## config.mk

```make
export PLATFORM = sky130hd
export DESIGN_NAME = canal_lock_ctrl
export DESIGN_NICKNAME = d
export VERILOG_FILES = /design/src/rtl/canal_lock_pkg.sv /design/src/rtl/canal_lock_ctrl_timer.sv /design/src/rtl/canal_lock_ctrl.sv
export SDC_FILE = /design/constraint.sdc
export NUM_CORES = 1
export LEC_CHECK = 0
export CAP_MARGIN = 5
export CORE_MARGIN = 1
export CORE_UTILIZATION = 65
export CTS_BUF_LIST = sky130_fd_sc_hd__clkbuf_4
export DETAILED_ROUTE_END_ITERATION = 12
export DONT_BUFFER_PORTS = 1
export GPL_TIMING_DRIVEN = 0
export PLACE_DENSITY = 0.79
export SKIP_CTS_REPAIR_TIMING = 1
export SLEW_MARGIN = 25
export SYNTH_ARGS = -nofsm -noshare
export SYNTH_HDL_FRONTEND = slang
export SYNTH_SLANG_ARGS = --single-unit
```

## constraint.sdc

```tcl
create_clock -name clk -period 2.8 [get_ports clk]
set_clock_uncertainty 0.15 [all_clocks]
set_input_delay 0.42 -clock clk [delete_from_list [all_inputs] [get_ports clk]]
set_output_delay 0.42 -clock clk [all_outputs]
set_load 0.1 [all_outputs]
```

## src/rtl/canal_lock_pkg.sv

```systemverilog
// Shared definitions for the canal lock controller.
// side_t names the two approach sides of the chamber (outer = high water,
// inner = low water). The DEF_* constants are the default geometry used as
// parameter defaults by canal_lock_ctrl.
package canal_lock_pkg;

    typedef enum logic {
        SIDE_OUTER = 1'b0,
        SIDE_INNER = 1'b1
    } side_t;

    localparam int DEF_LEVEL_W       = 8;
    localparam int DEF_OUTER_LEVEL   = 73;
    localparam int DEF_INNER_LEVEL   = 49;
    localparam int DEF_RESET_LEVEL   = 52;
    localparam int DEF_FILL_STEP     = 2;
    localparam int DEF_DRAIN_STEP    = 1;
    localparam int DEF_ARRIVE_CYCLES = 10;
    localparam int DEF_CNT_W         = 3;

endpackage

```

## src/rtl/canal_lock_ctrl_timer.sv

```systemverilog
// Gondola approach timer for one side of the lock.
// Ports:
//   clk       in  clock, rising edge
//   rst       in  asynchronous active-low reset
//   i_pulse   in  arrival pulse
//   o_busy    out timer running (registered)
//   o_expire  out high during the last busy cycle; the gondola reaches the gate
//                 at the coming edge
//   o_drop    out arrival pulse that arrived while the timer was already busy
module lock_approach_timer #(
    parameter int ARRIVE_CYCLES = 10
) (
    input  logic clk,
    input  logic rst,
    input  logic i_pulse,
    output logic o_busy,
    output logic o_expire,
    output logic o_drop
);

    localparam int CW = (ARRIVE_CYCLES > 1) ? $clog2(ARRIVE_CYCLES) : 1;
    localparam logic [CW-1:0] LAST_COUNT = CW'(ARRIVE_CYCLES - 1);

    logic          r_busy;
    logic [CW-1:0] r_count;
    logic          w_expire;

    assign w_expire = r_busy && (r_count == LAST_COUNT);

    // The count runs 0..ARRIVE_CYCLES-1 after the accepting edge, so busy
    // drops exactly ARRIVE_CYCLES edges after the pulse. A pulse that lands
    // while busy (including on the expiry edge) is not restarted.
    always_ff @(posedge clk or negedge rst) begin
        if (!rst) begin
            r_busy  <= 1'b0;
            r_count <= '0;
        end else if (r_busy) begin
            if (w_expire) begin
                r_busy <= 1'b0;
            end else begin
                r_count <= r_count + 1'b1;
            end
        end else if (i_pulse) begin
            r_busy  <= 1'b1;
            r_count <= '0;
        end
    end

    assign o_busy   = r_busy;
    assign o_expire = w_expire;
    assign o_drop   = i_pulse && r_busy;

endmodule

```

## src/rtl/canal_lock_ctrl.sv

```systemverilog
// Two-gate canal lock controller.
// Ports:
//   clk, rst                        clock / asynchronous active-low reset
//   arrive_outer, arrive_inner      arrival pulses per approach side
//   fill, drain                     chamber level requests (levels)
//   outer_open_req, inner_open_req  gate open(1)/close(0) requests
//   gondola_exit                    chamber gondola leaves via the far gate
//   lock_level                      chamber level
//   outer_closed, inner_closed      gate state, 1 = closed
//   outer_wait_cnt, inner_wait_cnt  gondolas queued at each gate
//   outer_busy, inner_busy          approach timers running
//   gondola_inside                  chamber occupied
//   alarm                           sticky fault, cleared only by reset
module canal_lock_ctrl
    import canal_lock_pkg::*;
#(
    parameter int LEVEL_W       = DEF_LEVEL_W,
    parameter int OUTER_LEVEL   = DEF_OUTER_LEVEL,
    parameter int INNER_LEVEL   = DEF_INNER_LEVEL,
    parameter int RESET_LEVEL   = DEF_RESET_LEVEL,
    parameter int FILL_STEP     = DEF_FILL_STEP,
    parameter int DRAIN_STEP    = DEF_DRAIN_STEP,
    parameter int ARRIVE_CYCLES = DEF_ARRIVE_CYCLES,
    parameter int CNT_W         = DEF_CNT_W
) (
    input  logic               clk,
    input  logic               rst,
    input  logic               arrive_outer,
    input  logic               arrive_inner,
    input  logic               fill,
    input  logic               drain,
    input  logic               outer_open_req,
    input  logic               inner_open_req,
    input  logic               gondola_exit,
    output logic [LEVEL_W-1:0] lock_level,
    output logic               outer_closed,
    output logic               inner_closed,
    output logic [CNT_W-1:0]   outer_wait_cnt,
    output logic [CNT_W-1:0]   inner_wait_cnt,
    output logic               outer_busy,
    output logic               inner_busy,
    output logic               gondola_inside,
    output logic               alarm
);

    localparam int LW1 = LEVEL_W + 1;
    localparam logic [LW1-1:0] OUTER_X       = LW1'(OUTER_LEVEL);
    localparam logic [LW1-1:0] INNER_X       = LW1'(INNER_LEVEL);
    localparam logic [LW1-1:0] DRAIN_FLOOR_X = LW1'(INNER_LEVEL + DRAIN_STEP);

    logic [LEVEL_W-1:0] r_level;
    logic               r_outerClosed;
    logic               r_innerClosed;
    logic [CNT_W-1:0]   r_outerCnt;
    logic [CNT_W-1:0]   r_innerCnt;
    logic               r_inside;
    side_t              r_entrySide;
    logic               r_alarm;

    logic               w_outerExpire, w_innerExpire;
    logic               w_outerDrop,   w_innerDrop;
    logic [LW1-1:0]     w_levelExt, w_fillSum;
    logic [LEVEL_W-1:0] w_levelNext;
    logic               w_admitOuter, w_admitInner;
    logic               w_exitOk, w_badExit;
    logic [CNT_W-1:0]   w_outerCntNext, w_innerCntNext;
    logic               w_outerSat, w_innerSat;

    lock_approach_timer #(.ARRIVE_CYCLES(ARRIVE_CYCLES)) u_outerTimer (
        .clk      (clk),
        .rst      (rst),
        .i_pulse  (arrive_outer),
        .o_busy   (outer_busy),
        .o_expire (w_outerExpire),
        .o_drop   (w_outerDrop)
    );

    lock_approach_timer #(.ARRIVE_CYCLES(ARRIVE_CYCLES)) u_innerTimer (
        .clk      (clk),
        .rst      (rst),
        .i_pulse  (arrive_inner),
        .o_busy   (inner_busy),
        .o_expire (w_innerExpire),
        .o_drop   (w_innerDrop)
    );

    // Level arithmetic is one bit wider than the level so the fill sum can
    // never wrap before it is clamped; the drain clamp compares against
    // INNER+STEP so the subtraction is never taken below the floor.
    assign w_levelExt = {1'b0, r_level};
    assign w_fillSum  = w_levelExt + LW1'(FILL_STEP);

    always_comb begin
        w_levelNext = r_level;
        if (r_outerClosed && r_innerClosed) begin
            if (fill && !drain) begin
                w_levelNext = (w_fillSum > OUTER_X) ? OUTER_X[LEVEL_W-1:0]
                                                    : w_fillSum[LEVEL_W-1:0];
            end else if (drain && !fill) begin
                w_levelNext = (w_levelExt < DRAIN_FLOOR_X)
                            ? INNER_X[LEVEL_W-1:0]
                            : LEVEL_W'(w_levelExt - LW1'(DRAIN_STEP));
            end
        end
    end

    // Only one gate can be open at a time, so at most one admission fires.
    assign w_admitOuter = !r_inside && !r_outerClosed && (r_outerCnt != '0);
    assign w_admitInner = !r_inside && !r_innerClosed && (r_innerCnt != '0);

    // A gondola leaves through the gate opposite the one it entered by.
    assign w_exitOk  = gondola_exit && r_inside &&
                       ((r_entrySide == SIDE_OUTER) ? !r_innerClosed : !r_outerClosed);
    assign w_badExit = gondola_exit && !w_exitOk;

    // Queue update: an arrival and an admission on the same edge cancel out;
    // an arrival into a full queue is lost and raises the alarm.
    always_comb begin
        w_outerCntNext = r_outerCnt;
        w_outerSat     = 1'b0;
        if (w_outerExpire && !w_admitOuter) begin
            if (r_outerCnt == '1) w_outerSat = 1'b1;
            else                  w_outerCntNext = r_outerCnt + 1'b1;
        end else if (w_admitOuter && !w_outerExpire) begin
            w_outerCntNext = r_outerCnt - 1'b1;
        end
    end

    always_comb begin
        w_innerCntNext = r_innerCnt;
        w_innerSat     = 1'b0;
        if (w_innerExpire && !w_admitInner) begin
            if (r_innerCnt == '1) w_innerSat = 1'b1;
            else                  w_innerCntNext = r_innerCnt + 1'b1;
        end else if (w_admitInner && !w_innerExpire) begin
            w_innerCntNext = r_innerCnt - 1'b1;
        end
    end

    // Gates only move when the level matches their side and the other gate
    // is shut; the level register is frozen while either gate is open.
    always_ff @(posedge clk or negedge rst) begin
        if (!rst) begin
            r_level       <= LEVEL_W'(RESET_LEVEL);
            r_outerClosed <= 1'b1;
            r_innerClosed <= 1'b1;
            r_outerCnt    <= '0;
            r_innerCnt    <= '0;
            r_inside      <= 1'b0;
            r_entrySide   <= SIDE_OUTER;
            r_alarm       <= 1'b0;
        end else begin
            r_level    <= w_levelNext;
            r_outerCnt <= w_outerCntNext;
            r_innerCnt <= w_innerCntNext;
            if ((r_level == LEVEL_W'(OUTER_LEVEL)) && r_innerClosed) begin
                r_outerClosed <= !outer_open_req;
            end
            if ((r_level == LEVEL_W'(INNER_LEVEL)) && r_outerClosed) begin
                r_innerClosed <= !inner_open_req;
            end
            if (w_admitOuter) begin
                r_inside    <= 1'b1;
                r_entrySide <= SIDE_OUTER;
            end else if (w_admitInner) begin
                r_inside    <= 1'b1;
                r_entrySide <= SIDE_INNER;
            end else if (w_exitOk) begin
                r_inside <= 1'b0;
            end
            r_alarm <= r_alarm | w_outerDrop | w_innerDrop |
                       w_outerSat | w_innerSat | w_badExit;
        end
    end

    assign lock_level     = r_level;
    assign outer_closed   = r_outerClosed;
    assign inner_closed   = r_innerClosed;
    assign outer_wait_cnt = r_outerCnt;
    assign inner_wait_cnt = r_innerCnt;
    assign gondola_inside = r_inside;
    assign alarm          = r_alarm;

endmodule

```

# After elaboration in Yosys (flattened, before gate mapping)
# Cells that the tools add are included.
# op_classes
add_sub_neg	8
n_eq_ne	10
reduce_logical	46
n_bitwise	5
n_mux	32
n_lt_le_gt_ge	2
# op_table
operator	count
$mux 8	4
$mux 4	6
$logic_and 1x1->1	20
$mux 3	6
$mux 1	16
$logic_not 1->1	12
$reduce_bool 2->1	6
$reduce_and 2->1	5
$add 8x2->9 const B	1
$gt 9x7->1 const B	1
$reduce_bool 3->1	3
$add 4x1->4 const B	2
$eq 4x4->1 const B	2
$eq 8x6->1 const B	1
$eq 8x7->1 const B	1
$lt 8x6->1 const B	1
$ne 2x2->1 const B	4
$sub 8x1->8 const B	1
$add 3x1->3 const B	2
$eq 3x3->1 const B	2
$sub 3x1->3 const B	2
$or 1x1->1	5
# totals
input_bits	9
output_inout_bits	20
elab_cells	115
reg_bits	29

# Depth between registers and ports, before layout
# depth
depth_word	9
depth_mapped	11

# By module
# Synthesis repeated with hierarchy kept, for this count alone.
# unflattened
cells_unflattened	232
hier_area_um2	2072.0
# modules_own_cells
module	instances	seq_area_each_um2	cells_per_inst	area_each_um2
canal_lock_ctrl	1	481.7	176	1476.4
lock_approach_timer	2	125.1	28	297.8

# Worst setup path before layout
# No wires, ideal clock.
# synth_timing
kind	reg2reg
start	register u_innerTimer.r_busy, in the netlist u_innerTimer.o_busy
end	register r_innerCnt[2], in the netlist inner_wait_cnt[2]
setup_time_ps	170
stages_incl_launch_ff	9
setup_slack_ps	-260
arrival_time_ps	2741
path_buffers	0
required_ps	2480
synth_period_minus_slack_ps	3060
cell_sequence	dfrtp_1 inv_1 or2_2 nor2_1 inv_1 fa_1 nor3_1 a31o_2 a21oi_1
# synth_via
elab_chain_cells	5
# synth_rtl
item	line	text
start, declared	canal_lock_ctrl_timer.sv:24	logic r_busy;
start signal, assigned	canal_lock_ctrl_timer.sv:35	r_busy <= 1'b0;
start signal, assigned	canal_lock_ctrl_timer.sv:39	r_busy <= 1'b0;
start signal, assigned	canal_lock_ctrl_timer.sv:44	r_busy <= 1'b1;
$logic_and 1x1->1 *	canal_lock_ctrl_timer.sv:28	assign w_expire = r_busy && (r_count == LAST_COUNT);
$logic_not 1->1	canal_lock_ctrl.sv:135	end else if (w_admitInner && !w_innerExpire) begin
$logic_and 1x1->1	canal_lock_ctrl.sv:135	
$reduce_bool 2->1 (no source line)	--	
$reduce_and 2->1 (no source line)	--	
end signal, assigned	canal_lock_ctrl.sv:155	r_innerCnt <= w_innerCntNext;
end, declared	canal_lock_ctrl.sv:55	logic [CNT_W-1:0] r_innerCnt;
# Every way passes the cells marked *; elsewhere a longest branch is shown, timed or not.
# A chain may end at the register's enable or synchronous reset.

# Worst setup path after layout
# layout_timing
start	register r_level[2], in the netlist lock_level[2]
end	register r_level[3], in the netlist lock_level[3]
# layout_via
elab_chain_cells	4
# layout_rtl
item	line	text
start, declared	canal_lock_ctrl.sv:51	logic [LEVEL_W-1:0] r_level;
start signal, assigned	canal_lock_ctrl.sv:144	r_level <= LEVEL_W'(RESET_LEVEL);
start signal, assigned	canal_lock_ctrl.sv:153	r_level <= w_levelNext;
$add 8x2->9 (tied with other cells)	canal_lock_ctrl.sv:91	assign w_fillSum = w_levelExt + LW1'(FILL_STEP);
$gt 9x7->1 / $mux 8 (equally long branches)	canal_lock_ctrl.sv:97, canal_lock_ctrl.sv:101	
$mux 8 (on tied branches)	canal_lock_ctrl.sv:97, canal_lock_ctrl.sv:99	
$mux 8 *	canal_lock_ctrl.sv:96	if (fill && !drain) begin
# Every way passes the cells marked *; elsewhere a longest branch is shown, timed or not. The select of a mux whose other input is x is not followed.

==> run summary <==
The overall routing resource usage is 0.3132. The synthesis-to-layout area growth is 11.81%. The flow ran to the end, but the final reports show violations. Counting instances, the worst hold path has a depth of 1.

The top-level port count is 29. The actual slew at the worst max-slew pin came out at between 900 and 1000 ps. Across all register-to-register paths, the minimum setup slack is ~87 ps. In the final design database the tool counted between 200 and 300 nets.

In the final timing run, aggregate negative setup slack is 0 ps. Summed over all nets, the half-perimeter wirelength after detailed placement is 3423 um. Clock-pin slew was measured on the worst setup and hold paths at approximately 90 ps.

The count of nets left with antenna violations after detail routing is 0. The clock tree buffer depth came out at 2. For this run, the register share of the synthesized area comes to 0.3598. STA puts the critical path data arrival time at 2780 ps. The hold violation total from the final report is 0.

The pin count of the biggest net entering global routing is 30. When the netlist entered floorplanning its net count stood at about 260. Leaving out fill and tap cells, the most frequent cells in the layout are sky130_fd_sc_hd__nand2_1 (26), sky130_fd_sc_hd__nor2_1 (19), sky130_fd_sc_hd__inv_1 (16). The number of buffers added on ports came out at 0. The number of cells traversed by the worst register-to-register path came out at 7. The number of pins with negative max-slew slack in the final report came out at 0. The post-synthesis async set-or-reset flop share is 1.000.

The highest net fanout along the worst path is 7. The total CTS buffers is 5. In this run the critical register-to-register path is launched from lock_level[2]$_DFFE_PN1P_. The total routed wirelength came out at 4884 um. The H-tree depth reported by CTS came out at 2. STA classifies the critical path startpoint as a register.

The final critical delay including setup and external delays is ~2700 ps. The starting density of the core is 0.7132. Of the cells placed in the final design, the portion with a size suffix greater than 1 is 0.1976. The hold slack came out at approximately 7.7 ps. The timing-limited maximum frequency came out at approximately 370 MHz. In the routed layout, each cell is associated on average with a via count of approximately 6.7. The placement-stage cell area is 2081 um2. The first-pass GRT wire length is 8052 um. The wire length on met3 is about 400 um.

The total DRC errors in the routed layout came out at 3. The library cell used most frequently in the layout, excluding fill and tap cells, is sky130_fd_sc_hd__nand2_1. Among all flip-flop cells after synthesis, the most frequent one is sky130_fd_sc_hd__dfrtp_1. The final reports fail on DRC. Routed signal wires occupy layers up through met4. The die covers 3358 um2. The die span in x is 57.95 um. The clock latency reported for the late side of the worst-skew pair is between 300 and 400 ps. The end point of the worst hold path is u_outerTimer.r_count[3]$_DFFE_PN0P_. Setup violations remaining at the end of the flow were counted as 0. The average routed wire per standard cell came out at 17.51 um. The total grt overflow came out at 0. The routed layout has about 1900 vias. Summed over all nets, wire length on met2 after detailed routing comes to 2342 um.

The detailed router put a total of 2087 um of wire on met1. The post-synthesis instance total came out at ~230. The worst hold path class is input port to register. The number of detailed-routing iterations run before antenna repair came out at 8.

The die is 57.95 um tall. In this run the worst setup path begins at lock_level[2]$_DFFE_PN1P_. The critical path in this run is classified as register to register. The number of rows created at floorplan is 19. The detailed router's first-iteration violation count is 168. After synthesis the netlist holds a flip-flop and latch count of 29. The number of unique standard cell types used by synthesis came out at 58. Setup repair after global routing left no endpoint under its margin. Headroom to the max-slew limit came out at 0.3974. The number of diodes added for antenna fixing is 0.

The final weighted congestion in routability-driven placement came out at 0.9987. The clock drives 29 sinks. The endpoint identified for the worst register-to-register timing path is lock_level[3]$_DFFE_PN0P_. At the worst endpoint, the required time is 2870 ps. The number of antenna violations at the first check in global routing is 0. The core area came out at 2853 um2. The count of flip-flops with a built-in enable after synthesis came out at 0. The finished cells cover around 2300 um2. The startpoint identified for the worst hold timing path is arrive_outer. The total of max-cap violations came out at 0. The post-route fraction of the period consumed by the critical path came out at 0.9689. Yosys printed 0 warnings.

STA classifies the critical path endpoint as a register. The via count of the first global-routing pass is 1821. The post-synthesis instance area is 2034 um2. TritonCTS built the clock tree.

The number of fill cells came out at 197. In this run the clock root is driven by a sky130_fd_sc_hd__clkbuf_4. The mean instance size in the synthesized netlist came out at approximately 8.7 um2.
registers in the layout (all words and copies together), names as in the netlist:
register and count:
u_outerTimer.r_count 4, alarm 1, gondola_inside 1, u_innerTimer.o_busy 1, outer_wait_cnt 3, u_innerTimer.r_count 4
lock_level 8, r_entrySide 1, outer_closed 1, u_outerTimer.o_busy 1, inner_closed 1, inner_wait_cnt 3
synth_stat cells (3+ instances only):
cell	count	share of area
sky130_fd_sc_hd__nand2_1	26	0.048
sky130_fd_sc_hd__ha_1	12	0.074
sky130_fd_sc_hd__a21o_1	5	0.018
sky130_fd_sc_hd__o31ai_1	5	0.018
sky130_fd_sc_hd__nor3_1	9	0.022
sky130_fd_sc_hd__nand4_1	5	0.015
sky130_fd_sc_hd__nand3_1	12	0.030
sky130_fd_sc_hd__a31oi_1	3	0.0092
sky130_fd_sc_hd__a21oi_1	12	0.030
sky130_fd_sc_hd__inv_1	16	0.030
sky130_fd_sc_hd__xnor2_1	4	0.017
sky130_fd_sc_hd__nand3b_1	3	0.011
sky130_fd_sc_hd__o21ai_0	9	0.022
sky130_fd_sc_hd__dfstp_2	5	0.065
sky130_fd_sc_hd__o211ai_1	4	0.015
sky130_fd_sc_hd__nor2_1	21	0.039
sky130_fd_sc_hd__mux2i_1	3	0.015
sky130_fd_sc_hd__o22ai_1	5	0.015
sky130_fd_sc_hd__dfrtp_1	24	0.30
sky130_fd_sc_hd__buf_2	3	0.0074
per-stage QoR:
| stage | utilization | instances | setup slack, ps |
|---|---|---|---|
| 2_1_floorplan | - | 234 | 31.32 |
| 3_3_place_gp | 0.7294 | 265 | -141.2 |
| 3_5_place_dp | 0.7294 | 265 | -239.2 |
| 4_1_cts | 0.7491 | 273 | -276.6 |
| 5_1_grt | 0.7974 | 279 | 10.91 |
| 6_report | 0.7974 | 279 | 87.18 |
critical path, stage by stage, from the launching register on:
cell	delay [ps]
sky130_fd_sc_hd__dfstp_4	820
sky130_fd_sc_hd__inv_1	130
sky130_fd_sc_hd__ha_1	310
sky130_fd_sc_hd__nor3b_1	220
sky130_fd_sc_hd__a2111oi_1	100
sky130_fd_sc_hd__o31ai_2	360
sky130_fd_sc_hd__nand3_2	200
sky130_fd_sc_hd__o221a_1	300
metal layers:
| metal | vias to the layer above | track usage |
|---|---|---|
| li1 | 872 | - |
| met1 | 890 | 0.4163 |
| met2 | 102 | 0.5090 |
| met3 | 8 | 0.07366 |
| met4 | 0 | 0.09864 |
| met5 | - | 0 |
worst max path at each step:
stage	to	slack [ps]
after detailed placement	inner_wait_cnt[2]$_DFFE_PN0P_	-240
after CTS	inner_wait_cnt[2]$_DFFE_PN0P_	-280
after global routing	lock_level[3]$_DFFE_PN0P_	10
after floorplan	outer_wait_cnt[1]$_DFFE_PN0P_	30
after global placement	inner_wait_cnt[2]$_DFFE_PN0P_	-140
final	lock_level[3]$_DFFE_PN0P_	90
final cells by class:
type	instances	area [um2]	area share
multi-input combinational	179	1219	0.5358
sequential	29	773.2	0.3399
buffer	10	65.06	0.02860
timing repair buffer	6	62.56	0.02750
inverter	16	60.06	0.02640
clock buffer	7	52.55	0.02310
tap	31	38.79	0.01705
clock inverter	1	3.754	0.001650
kinds of logic (layout without fill, tap and decap cells):
kind of cell	count (synthesis)	in the layout	synth area share
XOR/XNOR	5	5	0.02152
flip-flops	29	29	0.3598
adder cells (fa/ha/maj)	14	14	0.09348
AND/OR/NAND/NOR	89	89	0.2103
buffers and inverters	26	40	0.06150
multiplexers	5	5	0.02583
AO/OA/AOI/OAI	66	66	0.2276
Power is left out: the tool's default activity adds up to more than one toggle a clock period on the data nets, which glitch-free logic cannot reach.
